--- config.mk ---
export PLATFORM = sky130hd
export DESIGN_NAME = neuron_event_rx_flat
export DESIGN_NICKNAME = d
export VERILOG_FILES = /design/src/rtl/neuron_event_rx_if.sv /design/src/rtl/neuron_event_rx.sv /design/src/flat_wrapper.sv
export SDC_FILE = /design/constraint.sdc
export NUM_CORES = 1
export LEC_CHECK = 0
export BUFFER_PORTS_ARGS = -buffer_cell sky130_fd_sc_hd__buf_2
export CAP_MARGIN = 0
export CORE_MARGIN = 4
export CORE_UTILIZATION = 50
export DETAILED_ROUTE_END_ITERATION = 8
export MAX_ROUTING_LAYER = met4
export PLACE_DENSITY = 0.81
export SYNTH_ARGS = -nofsm -noshare
export SYNTH_HDL_FRONTEND = slang
export SYNTH_SLANG_ARGS = --single-unit
--- constraint.sdc ---
create_clock -name clk -period 2.1 [get_ports clk]
set_input_delay 0.42 -clock clk [delete_from_list [all_inputs] [get_ports clk]]
set_output_delay 0.42 -clock clk [all_outputs]
set_load 0.02 [all_outputs]
--- src/rtl/neuron_event_rx_if.sv ---
// Byte-stream handshake carrying framed event bytes into the neuron event receiver.
interface neuron_event_rx_if;
  logic [7:0] in_data;
  logic       in_valid;
  logic       in_ready;

  modport master (
    output in_data,
    output in_valid,
    input  in_ready
  );

  modport slave (
    input  in_data,
    input  in_valid,
    output in_ready
  );
endinterface

--- src/rtl/neuron_event_rx.sv ---
// Input-side event decoder: 2-entry byte FIFO, config/event decode, synapse weight
// table and optional auto-tick generator driving registered per-event strobes.
module neuron_event_rx #(
  parameter logic [1:0] RESET_WEIGHT      = 2'd0,
  parameter logic [7:0] RESET_TICK_PERIOD = 8'd0
) (
  input  logic                     clk,
  input  logic                     rst_n,
  neuron_event_rx_if.slave         bus,
  input  logic                     i_core_busy,
  output logic                     o_active_event,
  output logic                     o_is_tick,
  output logic [1:0]               o_w_eff,
  output logic                     o_stream_act,
  output logic                     o_learn_en,
  output logic                     o_rx_err
);

  localparam logic [0:0] ST_IDLE        = 1'b0;
  localparam logic [0:0] ST_WAIT_PERIOD = 1'b1;

  localparam logic [2:0] TYPE_SYN      = 3'd0;
  localparam logic [2:0] TYPE_TICK     = 3'd1;
  localparam logic [2:0] TYPE_CFG_W    = 3'd2;
  localparam logic [2:0] TYPE_CFG_CTRL = 3'd3;
  localparam logic [2:0] TYPE_CFG_TICK = 3'd4;

  logic [7:0] r_mem [0:1];
  logic       r_wr_ptr;
  logic       r_rd_ptr;
  logic [1:0] r_count;
  logic [0:0] r_state;
  logic [1:0] r_weight [0:3];
  logic [7:0] r_period;
  logic [7:0] r_cnt;
  logic       r_tick_pend;
  logic       r_learn_en;
  logic       r_stream_act;
  logic       r_rx_err;
  logic       r_active;
  logic       r_is_tick;
  logic [1:0] r_w_eff;

  logic       w_full;
  logic       w_push;
  logic       w_head_vld;
  logic [7:0] w_head;
  logic       w_tick_issue;
  logic       w_wrap;
  logic       w_pop;
  logic       w_evt;
  logic       w_evt_is_tick;
  logic [1:0] w_evt_w;
  logic       w_cfg_w;
  logic       w_cfg_ctrl;
  logic       w_cfg_tick;
  logic       w_period_wr;
  logic       w_err;

  assign w_full       = (r_count == 2'd2);
  assign bus.in_ready = ~w_full;
  assign w_push       = bus.in_valid & ~w_full;
  assign w_head_vld   = (r_count != 2'd0);
  assign w_head       = r_mem[r_rd_ptr];
  assign w_tick_issue = r_tick_pend & ~i_core_busy;
  assign w_wrap       = (r_period != 8'd0) && (r_cnt == (r_period - 8'd1));

  // Head decode: decide whether the head pops and what side effect it has.
  always_comb begin
    w_pop         = 1'b0;
    w_evt         = 1'b0;
    w_evt_is_tick = 1'b0;
    w_evt_w       = 2'd0;
    w_cfg_w       = 1'b0;
    w_cfg_ctrl    = 1'b0;
    w_cfg_tick    = 1'b0;
    w_period_wr   = 1'b0;
    w_err         = 1'b0;
    if (!w_head_vld) begin
      w_pop = 1'b0;
    end else if (r_state == ST_WAIT_PERIOD) begin
      // Operand byte is taken raw, even when bit7 is clear.
      w_pop       = 1'b1;
      w_period_wr = 1'b1;
    end else if (!w_head[7]) begin
      w_pop = 1'b1;
    end else begin
      case (w_head[6:4])
        TYPE_SYN: begin
          if (!i_core_busy && !w_tick_issue) begin
            w_pop   = 1'b1;
            w_evt   = 1'b1;
            w_evt_w = r_weight[w_head[1:0]];
          end else begin
            w_pop = 1'b0;
          end
        end
        TYPE_TICK: begin
          if (!i_core_busy && !w_tick_issue) begin
            w_pop         = 1'b1;
            w_evt         = 1'b1;
            w_evt_is_tick = 1'b1;
          end else begin
            w_pop = 1'b0;
          end
        end
        TYPE_CFG_W: begin
          w_pop   = 1'b1;
          w_cfg_w = 1'b1;
        end
        TYPE_CFG_CTRL: begin
          w_pop      = 1'b1;
          w_cfg_ctrl = 1'b1;
        end
        TYPE_CFG_TICK: begin
          w_pop      = 1'b1;
          w_cfg_tick = 1'b1;
        end
        default: begin
          w_pop = 1'b1;
          w_err = 1'b1;
        end
      endcase
    end
  end

  // FIFO storage and pointers.
  always_ff @(posedge clk or negedge rst_n) begin
    if (!rst_n) begin
      r_mem[0] <= 8'd0;
      r_mem[1] <= 8'd0;
      r_wr_ptr <= 1'b0;
      r_rd_ptr <= 1'b0;
      r_count  <= 2'd0;
    end else begin
      if (w_push) begin
        r_mem[r_wr_ptr] <= bus.in_data;
        r_wr_ptr        <= ~r_wr_ptr;
      end
      if (w_pop) begin
        r_rd_ptr <= ~r_rd_ptr;
      end
      case ({w_push, w_pop})
        2'b10:   r_count <= r_count + 2'd1;
        2'b01:   r_count <= r_count - 2'd1;
        default: r_count <= r_count;
      endcase
    end
  end

  // Decoder FSM: tracks whether the next popped byte is an auto-tick period.
  always_ff @(posedge clk or negedge rst_n) begin
    if (!rst_n) begin
      r_state <= ST_IDLE;
    end else begin
      case (r_state)
        ST_IDLE:        r_state <= w_cfg_tick ? ST_WAIT_PERIOD : ST_IDLE;
        ST_WAIT_PERIOD: r_state <= w_period_wr ? ST_IDLE : ST_WAIT_PERIOD;
        default:        r_state <= ST_IDLE;
      endcase
    end
  end

  // Weight table, control bits and sticky error flag.
  always_ff @(posedge clk or negedge rst_n) begin
    if (!rst_n) begin
      for (int i = 0; i < 4; i++) begin
        r_weight[i] <= RESET_WEIGHT;
      end
      r_learn_en   <= 1'b0;
      r_stream_act <= 1'b0;
      r_rx_err     <= 1'b0;
    end else begin
      if (w_cfg_w) begin
        r_weight[w_head[3:2]] <= w_head[1:0];
      end
      if (w_cfg_ctrl) begin
        r_learn_en   <= w_head[0];
        r_stream_act <= w_head[1];
      end
      if (w_err) begin
        r_rx_err <= 1'b1;
      end
    end
  end

  // Auto-tick counter; a period write restarts it from zero.
  always_ff @(posedge clk or negedge rst_n) begin
    if (!rst_n) begin
      r_period <= RESET_TICK_PERIOD;
      r_cnt    <= 8'd0;
    end else if (w_period_wr) begin
      r_period <= w_head;
      r_cnt    <= 8'd0;
    end else if (r_period == 8'd0) begin
      r_cnt <= 8'd0;
    end else if (w_wrap) begin
      r_cnt <= 8'd0;
    end else begin
      r_cnt <= r_cnt + 8'd1;
    end
  end

  // Single pending tick; wraps while pending coalesce into it.
  always_ff @(posedge clk or negedge rst_n) begin
    if (!rst_n) begin
      r_tick_pend <= 1'b0;
    end else if (w_period_wr && (w_head == 8'd0)) begin
      r_tick_pend <= 1'b0;
    end else if (w_period_wr) begin
      r_tick_pend <= r_tick_pend & ~w_tick_issue;
    end else if (w_wrap) begin
      r_tick_pend <= 1'b1;
    end else if (w_tick_issue) begin
      r_tick_pend <= 1'b0;
    end else begin
      r_tick_pend <= r_tick_pend;
    end
  end

  // Registered event strobe; auto-tick wins over a FIFO event head.
  always_ff @(posedge clk or negedge rst_n) begin
    if (!rst_n) begin
      r_active  <= 1'b0;
      r_is_tick <= 1'b0;
      r_w_eff   <= 2'd0;
    end else if (w_tick_issue) begin
      r_active  <= 1'b1;
      r_is_tick <= 1'b1;
      r_w_eff   <= 2'd0;
    end else if (w_evt) begin
      r_active  <= 1'b1;
      r_is_tick <= w_evt_is_tick;
      r_w_eff   <= w_evt_w;
    end else begin
      r_active  <= 1'b0;
      r_is_tick <= 1'b0;
      r_w_eff   <= 2'd0;
    end
  end

  assign o_active_event = r_active;
  assign o_is_tick      = r_is_tick;
  assign o_w_eff        = r_w_eff;
  assign o_stream_act   = r_stream_act;
  assign o_learn_en     = r_learn_en;
  assign o_rx_err       = r_rx_err;

endmodule

--- src/flat_wrapper.sv ---
// flat-port wrapper written by rule: the top's interface ports become plain ports
module neuron_event_rx_flat 
#(
  parameter logic [1:0] RESET_WEIGHT      = 2'd0,
  parameter logic [7:0] RESET_TICK_PERIOD = 8'd0
)
  (clk, rst_n, i_core_busy, o_active_event, o_is_tick, o_w_eff, o_stream_act, o_learn_en, o_rx_err, bus_in_data, bus_in_valid, bus_in_ready);
  neuron_event_rx_if bus_i ();
  input  logic clk;
  input  logic rst_n;
  input  logic i_core_busy;
  output logic o_active_event;
  output logic o_is_tick;
  output logic [1:0] o_w_eff;
  output logic o_stream_act;
  output logic o_learn_en;
  output logic o_rx_err;
  input wire logic [$bits(bus_i.in_data)-1:0] bus_in_data;
  input wire logic [$bits(bus_i.in_valid)-1:0] bus_in_valid;
  output wire logic [$bits(bus_i.in_ready)-1:0] bus_in_ready;
  assign bus_i.in_data = bus_in_data;
  assign bus_i.in_valid = bus_in_valid;
  assign bus_in_ready = bus_i.in_ready;
  neuron_event_rx #(.RESET_WEIGHT(RESET_WEIGHT), .RESET_TICK_PERIOD(RESET_TICK_PERIOD)) u_core (.clk(clk), .rst_n(rst_n), .bus(bus_i), .i_core_busy(i_core_busy), .o_active_event(o_active_event), .o_is_tick(o_is_tick), .o_w_eff(o_w_eff), .o_stream_act(o_stream_act), .o_learn_en(o_learn_en), .o_rx_err(o_rx_err));
endmodule
# After elaboration in Yosys (flattened, before gate mapping)
# Cells that the tools add are included.
dict set report word_totals {
  wordCells 131
  out_inout_bits 8
  in_bits 12
  ff_bits 53
}
dict set report classes {
  magnitude_cmp 6
  n_eq_ne 8
  mux 65
  n_bitwise 13
  add_sub_neg 4
  reduce_logical 16
}
# cell count
set ops {}
lappend ops {{8-bit two-way mux} 7}
lappend ops {{1-bit two-way mux} 41}
lappend ops {{2-bit two-way mux} 10}
lappend ops {{16-bit bitwise mux} 1}
lappend ops {{8-bit zero test} 2}
lappend ops {{8-bit by 1-bit adder with 8-bit output, second input constant} 1}
lappend ops {{8-bit bitwise mux} 1}
lappend ops {{8-bit demux with 1-bit select} 1}
lappend ops {{8-bit equality test} 1}
lappend ops {{8-bit nonzero test} 1}
lappend ops {{8-bit by 1-bit subtractor with 8-bit output, second input constant} 1}
lappend ops {{3-bit by 2-bit equality test with 1-bit output, second input constant} 2}
lappend ops {{3-bit >= comparator, second input constant} 2}
lappend ops {{1-bit inverter} 6}
lappend ops {{2-bit inverter with 3-bit output} 2}
lappend ops {{1-bit logical AND} 5}
lappend ops {{5-bit OR reduction} 1}
lappend ops {{2-bit binary-select mux with 2-bit select} 1}
lappend ops {{2-bit demux with 2-bit select} 1}
lappend ops {{2-bit equality test, second input constant} 2}
lappend ops {{2-bit >= comparator, second input constant} 2}
lappend ops {{1-bit inverter with 2-bit output} 2}
lappend ops {{2-bit one-hot mux with 2 select lines} 1}
lappend ops {{2-bit nonzero test} 2}
lappend ops {{other kinds (13)} 16}

# Depth between registers and ports, before layout
# Gate-level depths: netlist of the first run.
dict set report logic_depth {
  depth_word 15
  ltp_mapped 8
  depth_no_buf 8
}

# Worst setup path after synthesis of the first run
# Ideal clock, no wire load.
dict set report synth_path {
  kind {register -> register}
  from {register u_core.r_rd_ptr}
  to {register u_core.r_count[1]}
  path_stages_with_launch 9
  path_buffers 1
  synth_period_minus_slack_ns 2.059
  setup_ns 0.125
  setup_slack_ns 0.041
  required_time_ns 1.975
  arrival_time_ns 1.933
  path_cell_list {dfrtp_1 -> buf_4 -> o32ai_1 -> nand2b_1 -> o32a_1 -> ha_1 -> xnor2_1 -> nor2_1 -> xor2_1}
}
dict set report synth_between {
  elab_chain_cells 12
  elab_cells_between_ends 15
  classes_between {3 x eq/ne; 8 x mux; 1 x bitwise; 3 x reduce/logical}
}
# element line
set synth_lines {}
lappend synth_lines {{start, declared} neuron_event_rx.sv:30} ;# logic r_rd_ptr;
lappend synth_lines {{start signal, assigned} neuron_event_rx.sv:141} ;# r_rd_ptr <= ~r_rd_ptr;
lappend synth_lines {{1-bit inverter with 2-bit output (implied by the code) (*)} neuron_event_rx.sv:64} ;# assign w_head = r_mem[r_rd_ptr];
lappend synth_lines {{8-bit two-way mux (implied by the code) (*) (3 in a row)} neuron_event_rx.sv:64}
lappend synth_lines {{3-bit by 1-bit equality test with 1-bit output / 3-bit zero test (equally long branches)} neuron_event_rx.sv:88} ;# case (w_head[6:4])
lappend synth_lines {{2-bit OR reduction (no line)} --}
lappend synth_lines {{1-bit two-way mux} --}
lappend synth_lines {{1-bit two-way mux (*)} neuron_event_rx.sv:85} ;# end else if (!w_head[7]) begin
lappend synth_lines {{1-bit two-way mux (*)} neuron_event_rx.sv:81} ;# end else if (r_state == ST_WAIT_PERIOD) begin
lappend synth_lines {{1-bit two-way mux (*)} neuron_event_rx.sv:79} ;# if (!w_head_vld) begin
lappend synth_lines {{via u_core.w_pop} neuron_event_rx.sv:50} ;# logic w_pop;
lappend synth_lines {{2-bit by 1-bit equality test with 1-bit output / 2-bit equality test (equally long branches)} neuron_event_rx.sv:143} ;# case ({w_push, w_pop})
lappend synth_lines {{2-bit one-hot mux with 2 select lines / 2-bit nonzero test (equally long branches)} --}
lappend synth_lines {{end signal, assigned} neuron_event_rx.sv:144} ;# 2'b10: r_count <= r_count + 2'd1;
lappend synth_lines {{end signal, assigned} neuron_event_rx.sv:145} ;# 2'b01: r_count <= r_count - 2'd1;
lappend synth_lines {{end signal, assigned} neuron_event_rx.sv:146} ;# default: r_count <= r_count;
lappend synth_lines {{end, declared} neuron_event_rx.sv:31} ;# logic [1:0] r_count;
# Mark *: on every way through the listed nets, which the timed path passes. The rest lies on a longest branch. The select of a mux whose other input is x is not followed.
# A chain may end at the register's enable or synchronous reset.

# Worst setup path in the final report of the first run
# Same ends and word-level chain as after synthesis.

==> summary.md, run 1 <==
| Metric | Value |
|---|---|
| Relative slew margins | `0.568` |
| Clock network latency to the later pin of the worst-skew pair | `around 310 ps` |
| RSZ-0062 raised after global routing | `yes` |
| Part of the power in the clock network | `0.140` |
| Total gr overflow | `0` |
| Post-synthesis instance area | `between 2000 and 3000 um2` |
| Total core area | `roughly 5000 um2` |
| Initial Utilization | `0.514` |
| Leak | `~1.4 nW` |
| Pre-CTS setup slack | `36.9 ps` |
| Setup Fix Bufs, Post-CTS | `0` |
| CTS tree | `yes` |
| Setup CP Type | `flop to flop` |
| Slowest Stage Delay on Critical Path | `450 ps` |
| Synth top area share | `0.505` |
| Die width | `roughly 80 um` |
| Iteration-0 DRC Markers | `58` |
| Final worst clock skew | `around 4.3 ps` |
| Htree depth | `2` |
| Root Buffer | `clkbuf_8` |
| Vias in the first global route | `approximately 1800` |
| Final Hold Fails | `0` |
| WL final | `between 4000 and 5000 um` |
| Max VDD drop | `approximately 0.88 mV` |
| # DRC | `0` |
| Clk slew on worst S/H paths | `90 ps` |
| First-pass GRT wire length | `between 8000 and 9000 um` |
| CP top delay family | `compound AO/OA/AOI/OAI gates` |
| CP Buf/Inv Count | `0` |
| Dominant cells by area after synthesis | `dfrtp_1 (50%), mux2_2 (12%), xnor2_1 (4.3%)` |
| Placed cell count | `approximately 320` |
| Nets | `approximately 270` |
| Input/output buffers | `19` |
| First-pass DRT Iterations | `4` |
| Sw power | `~1.9 mW` |
| P&R area growth vs syn | `14.6%` |
| Number of I/O pins | `20` |
| Fin cells | `~330` |
| Area taken by multi-input logic gates | `approximately 1300 um2` |
| Total vias in the final route | `roughly 1800` |
| Sequential power share | `0.389` |
| Worst path slowest cell | `dfrtp_1` |
| Maximum number of pins on one net before global-route repair | `31` |
| Mapped Nets | `around 240` |
| Mapped Cells | `225` |
| Total track usage | `0.174` |
| Crit-path max FO | `4` |
| CP required | `approximately 2300 ps` |
| DP HPWL | `3610 um` |
| Tmin final | `1970 ps` |
| Max cap viols | `0` |
| Status | `complete, no violations` |
| Rows | `26` |
| Setup WS post-layout | `roughly 130 ps` |
| FMAX | `about 0.5 GHz` |
| Top cells by count, synth | `dfrtp_1 (53), mux2_2 (29), nor2_1 (20), nand2_1 (13), xnor2_1 (13)` |
| Power per cell area | `1650 nW/um2` |
| Fraction of layout cells with a size suffix above 1 | `0.313` |
| Final-report max-slew violation count | `0` |
| Syn_area_per_cell | `~12 um2` |
| Final period util | `0.938` |
| CP Cell Sequence | `o32ai_1 > nand2b_1 > o32a_1 > ha_1 > nor2_1 > xor2_1` |
| Hold Buf Count CTS | `0` |
| Comb power frac | `0.472` |
| Post-synth top area cell | `dfrtp_1` |
| WHS | `between 100 and 150 ps` |
| Routed len/inst | `between 10 and 15 um` |
| Least-Margin Pin Slew | `~650 ps` |
| Seq/Total Area, Yosys | `0.505` |
| Critical R2R Launch | `u_core.r_rd_ptr` |
| Flops & latches, synth | `53` |
| Sequential cell area | `~1300 um2` |
| Switch share | `0.385` |
| Antenna cells | `0` |
| Post-synth EDFFs | `0` |
| Clock sinks | `53` |
| Fill count | `between 400 and 500` |
| Worst setup EP type | `flop` |
| Flop-to-flop setup slack | `130 ps` |
| Worst Reg-to-Reg Cells | `6` |
| Power Total | `4.98 mW` |
| DR vias/cell | `5.32` |
| CTS Buf Count | `5` |
| Antenna violations before repair | `0` |
| Worst setup SP type | `flop` |
| Count leader, synth | `dfrtp_1` |
| Finish-stage setup viols | `0` |
| DIE AREA | `approximately 6500 um2` |
| Async SR Flop Fraction | `1.00` |
| Yosys warnings | `0` |
| Internal Power | `approximately 3.1 mW` |
| CTS max path bufs | `2` |
| Die Ht | `80.5 um` |
| Crit path DAT | `2210 ps` |
| Post-synth cell types | `45` |
| GP Congestion | `roughly 0.8` |
| Primary FF master, synth | `dfrtp_1` |
| FF-to-FF End | `u_core.r_count[1]` |
| Routed Antenna Nets | `0` |
| Worst Hold Class | `primary input to async pin` |
-- cell usage in the layout (no fill, tap or decap), drive strengths merged, types with 5 or more instances in the layout --
cell	count
xor2	9
nand2b	5
nand2	13
nand3	8
nor2	21
o21ai	11
inv	5
buf	31
mux2i	5
mux2	30
and2	5
xnor2	13
dfrtp	53
clkbuf	5
-- how the worst max path moves through the flow --
stage	from	end	slack, ps	cells past startpoint
floorplan	u_core.r_rd_ptr	u_core.r_count[1]	40	8
finish	u_core.r_rd_ptr	u_core.r_count[1]	130	6
global placement	u_core.r_period[0]	u_core.r_cnt[3]	90	7
global route	u_core.r_rd_ptr	u_core.r_count[1]	-3	6
CTS	u_core.r_period[0]	u_core.r_cnt[2]	10	7
detailed placement	u_core.r_period[0]	u_core.r_cnt[2]	40	7
-- worst register-to-register path: stages, from the launching register on --
cell      delay, ps
dfrtp_1         450
o32ai_1         370
nand2b_1        130
o32a_1          340
ha_1            330
nor2_1          130
xor2_1          150
-- state kept, by name, summed over array words and instances (netlist names) --
| name | flops |
|---|---|
| u_core.o_active_event | 1 |
| u_core.o_is_tick | 1 |
| u_core.o_learn_en | 1 |
| u_core.o_rx_err | 1 |
| u_core.o_stream_act | 1 |
| u_core.o_w_eff | 2 |
| u_core.r_cnt | 8 |
| u_core.r_count | 2 |
| u_core.r_mem | 16 |
| u_core.r_period | 8 |
| u_core.r_rd_ptr | 1 |
| u_core.r_state | 1 |
| u_core.r_tick_pend | 1 |
| u_core.r_weight | 8 |
| u_core.r_wr_ptr | 1 |
-- layer usage --
layer | vias up | track usage | part of all wire
li1 | 860 | - | -
met1 | 855 | 0.211 | 0.44
met2 | 28 | 0.288 | 0.52
met3 | 7 | 0.0404 | 0.030
met4 | 0 | 0.0524 | 0.012
met5 | - | - | 0
-- power by group through the flow --
stage | registers, mW | clock network, mW | logic [mW]
floorplan | 1.86 | 0 | 1.76
finish | 1.94 | 0.697 | 2.35
CTS | 1.94 | 0.718 | 2.36
detailed placement | 1.96 | 0 | 2.34
global route | 2.01 | 0.761 | 2.62
global placement | 1.92 | 0 | 2.27
-- final cells by class --
type	instances	share of cell area
Sequential cell	53	0.440
Multi-Input combinational cell	162	0.420
Timing Repair Buffer	31	0.0656
Tap cell	70	0.0291
Clock buffer	5	0.0229
Clock inverter	3	0.0154
Inverter	5	0.00623
-- what timing repair did --
action / CTS / global route
endpoints found under the hold margin: 0 / 0
resized for setup: 0 / 2
setup endpoints to repair: 0 / 11
-- kinds of logic after synthesis --
kind of cell | share of synthesized area
AND/OR/NAND/NOR | 0.140
flip-flops | 0.505
multiplexers | 0.166
AO/OA/AOI/OAI | 0.0795
XOR/XNOR | 0.0733
buffers and inverters | 0.0167
adder cells (fa/ha/maj) | 0.0190
-- metrics by stage --
step / util / area (um2) / TNS, ps
2_1_floorplan: - / 2630 / 0
3_3_place_gp: 0.565 / 2890 / 0
3_5_place_dp: 0.565 / 2890 / 0
4_1_cts: 0.588 / 3000 / 0
5_1_grt: 0.590 / 3010 / -5.03
6_report: 0.590 / 3010 / 0
(Power assumes the default switching activity.)
==> run 2: changes to the inputs <==
--- a/config.mk
+++ b/config.mk
@@ -10,8 +10,9 @@
 export CORE_MARGIN = 4
 export CORE_UTILIZATION = 50
 export DETAILED_ROUTE_END_ITERATION = 8
+export HOLD_SLACK_MARGIN = 0.12
 export MAX_ROUTING_LAYER = met4
-export PLACE_DENSITY = 0.81
+export PLACE_DENSITY = 0.78
 export SYNTH_ARGS = -nofsm -noshare
 export SYNTH_HDL_FRONTEND = slang
 export SYNTH_SLANG_ARGS = --single-unit
==> constraint.sdc (replaced) <==
create_clock -name clk -period 2.2 [get_ports clk]
set_input_delay 0.44 -clock clk [delete_from_list [all_inputs] [get_ports clk]]
set_output_delay 0.44 -clock clk [all_outputs]
set_load 0.02 [all_outputs]
==> summary.md, run 2 (synthesis gave the netlist of run 1 again) <==
| Metric | Value |
|---|---|
| CP Cell Sequence | `inv_1 > ha_1 > o21ba_1 > a221oi_2 > o2111ai_2 > o31ai_4 > nor2_1` |
| Htree depth | `2 (unchanged)` |
| Hold depth | `2` |
| CP required | `2380 ps (+40 ps)` |
| Least-Margin Pin Slew | `738 ps (+90.8 ps)` |
| Clock sinks | `53 (unchanged)` |
| Worst setup SP type | `flop` |
| Max VDD drop | `0.935 mV (+5.9%)` |
| Total vias in the final route | `1700 (-2.9%)` |
| Iteration-0 DRC Markers | `63 (+8.6%)` |
| Part of the power in the clock network | `0.138 (-0.002)` |
| Crit-path max FO | `8 (+4)` |
| Clk slew on worst S/H paths | `80 ps (about the same)` |
| Internal Power | `2.81 mW (-8.2%)` |
| First-pass GRT wire length | `8090 um (-4.0%)` |
| Worst hold endpoint | `u_core.o_active_event` |
| FMAX | `0.489 GHz (-3.7%)` |
| Maximum number of pins on one net before global-route repair | `33 (+6.5%)` |
| GP Congestion | `0.741 (-5.0%)` |
| FF-to-FF End | `u_core.r_cnt[7]` |
| WHS | `354 ps (+226 ps)` |
| Fin util | `0.579 (-0.0110)` |
| P&R area growth vs syn | `12.5%` |
| Critical R2R Launch | `u_core.r_period[0]` |
| Worst Hold Class | `primary input to flop` |
| Vias in the first global route | `1759 (-4.0%)` |
| Flop-to-flop setup slack | `160 ps (+30 ps)` |
| Fraction of layout cells with a size suffix above 1 | `0.286 (-0.0270)` |
| Worst path slowest cell | `dfrtp_1` |
| Worst setup EP type | `flop` |
| DP HPWL | `3480 um (-3.6%)` |
| Number of I/O pins | `20 (unchanged)` |
| Final-report max-slew violation count | `0 (unchanged)` |
| CTS tree | `yes` |
| Status | `complete, no violations` |
| DR vias/cell | `5.28 (-0.75%)` |
| First-pass DRT Iterations | `4 (unchanged)` |
| Setup CP Type | `flop to flop` |
| Setup TNS Final | `0 ps (unchanged)` |
| Routed Antenna Nets | `0 (unchanged)` |
| Rows | `26 (unchanged)` |
| Total core area | `5110 um2 (unchanged)` |
| Sequential power share | `0.406 (+0.017)` |
| Leak | `1.32 nW (-2.1%)` |
| Final Hold Fails | `0 (unchanged)` |
| Die Ht | `80.5 um (unchanged)` |
| Antenna cells | `0 (unchanged)` |
| Root Buffer | `clkbuf_8` |
| Slowest Stage Delay on Critical Path | `410 ps (-40 ps)` |
| Total track usage | `0.167 (-0.00650)` |
| Setup Fix Bufs, Post-CTS | `0 (unchanged)` |
| Pre-CTS setup slack | `109 ps (+71.8 ps)` |
| # DRC | `0 (unchanged)` |
| Initial Utilization | `0.514 (unchanged)` |
| Total gr overflow | `0 (unchanged)` |
| Final worst clock skew | `7.24 ps (+2.97 ps)` |
| CTS max path bufs | `2 (unchanged)` |
| Power per cell area | `1540 nW/um2 (-6.7%)` |
| DIE AREA | `6480 um2 (unchanged)` |
| Antenna violations before repair | `0 (unchanged)` |
| Comb power frac | `0.456 (-0.016)` |
| Crit path DAT | `2220 ps (about the same)` |
| Finish-stage setup viols | `0 (unchanged)` |
| Most common cell after layout, fill and taps aside | `dfrtp_1` |
| Clock network latency to the later pin of the worst-skew pair | `310 ps (about the same)` |
| Max reg flops | `16 (unchanged)` |
| Max cap viols | `0 (unchanged)` |
| Die width | `80.5 um (unchanged)` |
| Relative slew margins | `0.505 (-0.0638)` |
| CP startpoint | `u_core.r_period[0]` |
| WL final | `4440 um (-7.0%)` |
| Routed len/inst | `13.8 um (-4.9%)` |
| Setup WS post-layout | `156 ps (+25.1 ps)` |
| Input/output buffers | `19 (unchanged)` |
| Most frequent cells in the layout | `dfrtp_1 (53), mux2_2 (29), nor2_1 (20), buf_2 (19)` |
| Final period util | `0.929 (-0.00858)` |
| Switch share | `0.384 (-0.00129)` |
| Hold_sp | `i_core_busy` |
| Nets | `268 (-2.2%)` |
| Reg with most FFs | `u_core.r_mem` |
| Sw power | `1.75 mW (-8.7%)` |
| Tmin final | `2040 ps (+74.9 ps)` |
| Worst Reg-to-Reg Cells | `7 (+1)` |
| CTS Buf Count | `5 (unchanged)` |
| RSZ-0062 raised after global routing | `no` |
==> run 2: repair_timing <==
action | 4_1_cts | 5_1_grt
hold buffers | 1 | 0
setup endpoints to repair | 0 | 5
hold endpoints to repair | 21 | 0
gates resized for setup | 0 | 1
==> run 2: worst max-delay path, delay by kind of cell, from the launching register on <==
| kind | cells | cell delay, ps |
|---|---|---|
| AO/OA/AOI/OAI | 4 | 1060 |
| AND/OR/NAND/NOR | 1 | 90 |
| buffers and inverters | 1 | 100 |
| flip-flops | 1 | 410 |
| adder cells (fa/ha/maj) | 1 | 260 |
==> run 2: through the flow <==
stage          power [mW]  instance area (um2)  std cells
2_1_floorplan        3.45                 2630        225
4_1_cts              4.60                 2950        322
3_3_place_gp         3.88                 2840        314
3_5_place_dp         3.97                 2840        314
5_1_grt              4.96                 2960        322
6_report             4.56                 2960        322
==> run 2: area by class of cell <==
cell class,count,area (um2)
clock buffer,5,68.8
multi-input combinational,162,1260
clock inverter,2,35.0
tap,70,87.6
inverter,5,18.8
timing repair buffer,25,155
sequential,53,1330
fill,446,2150
==> run 2: power by group through the flow <==
stage | sequential (mW) | clock (mW) | combinational [mW]
2_1_floorplan | 1.78 | 0 | 1.68
3_3_place_gp | 1.85 | 0 | 2.03
3_5_place_dp | 1.87 | 0 | 2.09
4_1_cts | 1.85 | 0.647 | 2.11
5_1_grt | 1.94 | 0.687 | 2.34
6_report | 1.85 | 0.629 | 2.08
==> run 2: worst max path at each step <==
| stage | endpoint | cells after the start | slack [ps] |
|---|---|---|---|
| floorplan | u_core.r_count[1] | 8 | 140 |
| global placement | u_core.r_cnt[3] | 7 | 190 |
| detailed placement | u_core.r_cnt[7] | 7 | 110 |
| CTS | u_core.r_cnt[7] | 7 | 110 |
| global route | u_core.r_count[1] | 7 | 10 |
| finish | u_core.r_cnt[7] | 7 | 160 |
==> run 2: routing by layer <==
layer	track usage	wire length [um]
met1	0.214	2040
met5	-	0
met2	0.262	2210
met4	0.0608	74
met3	0.0370	113
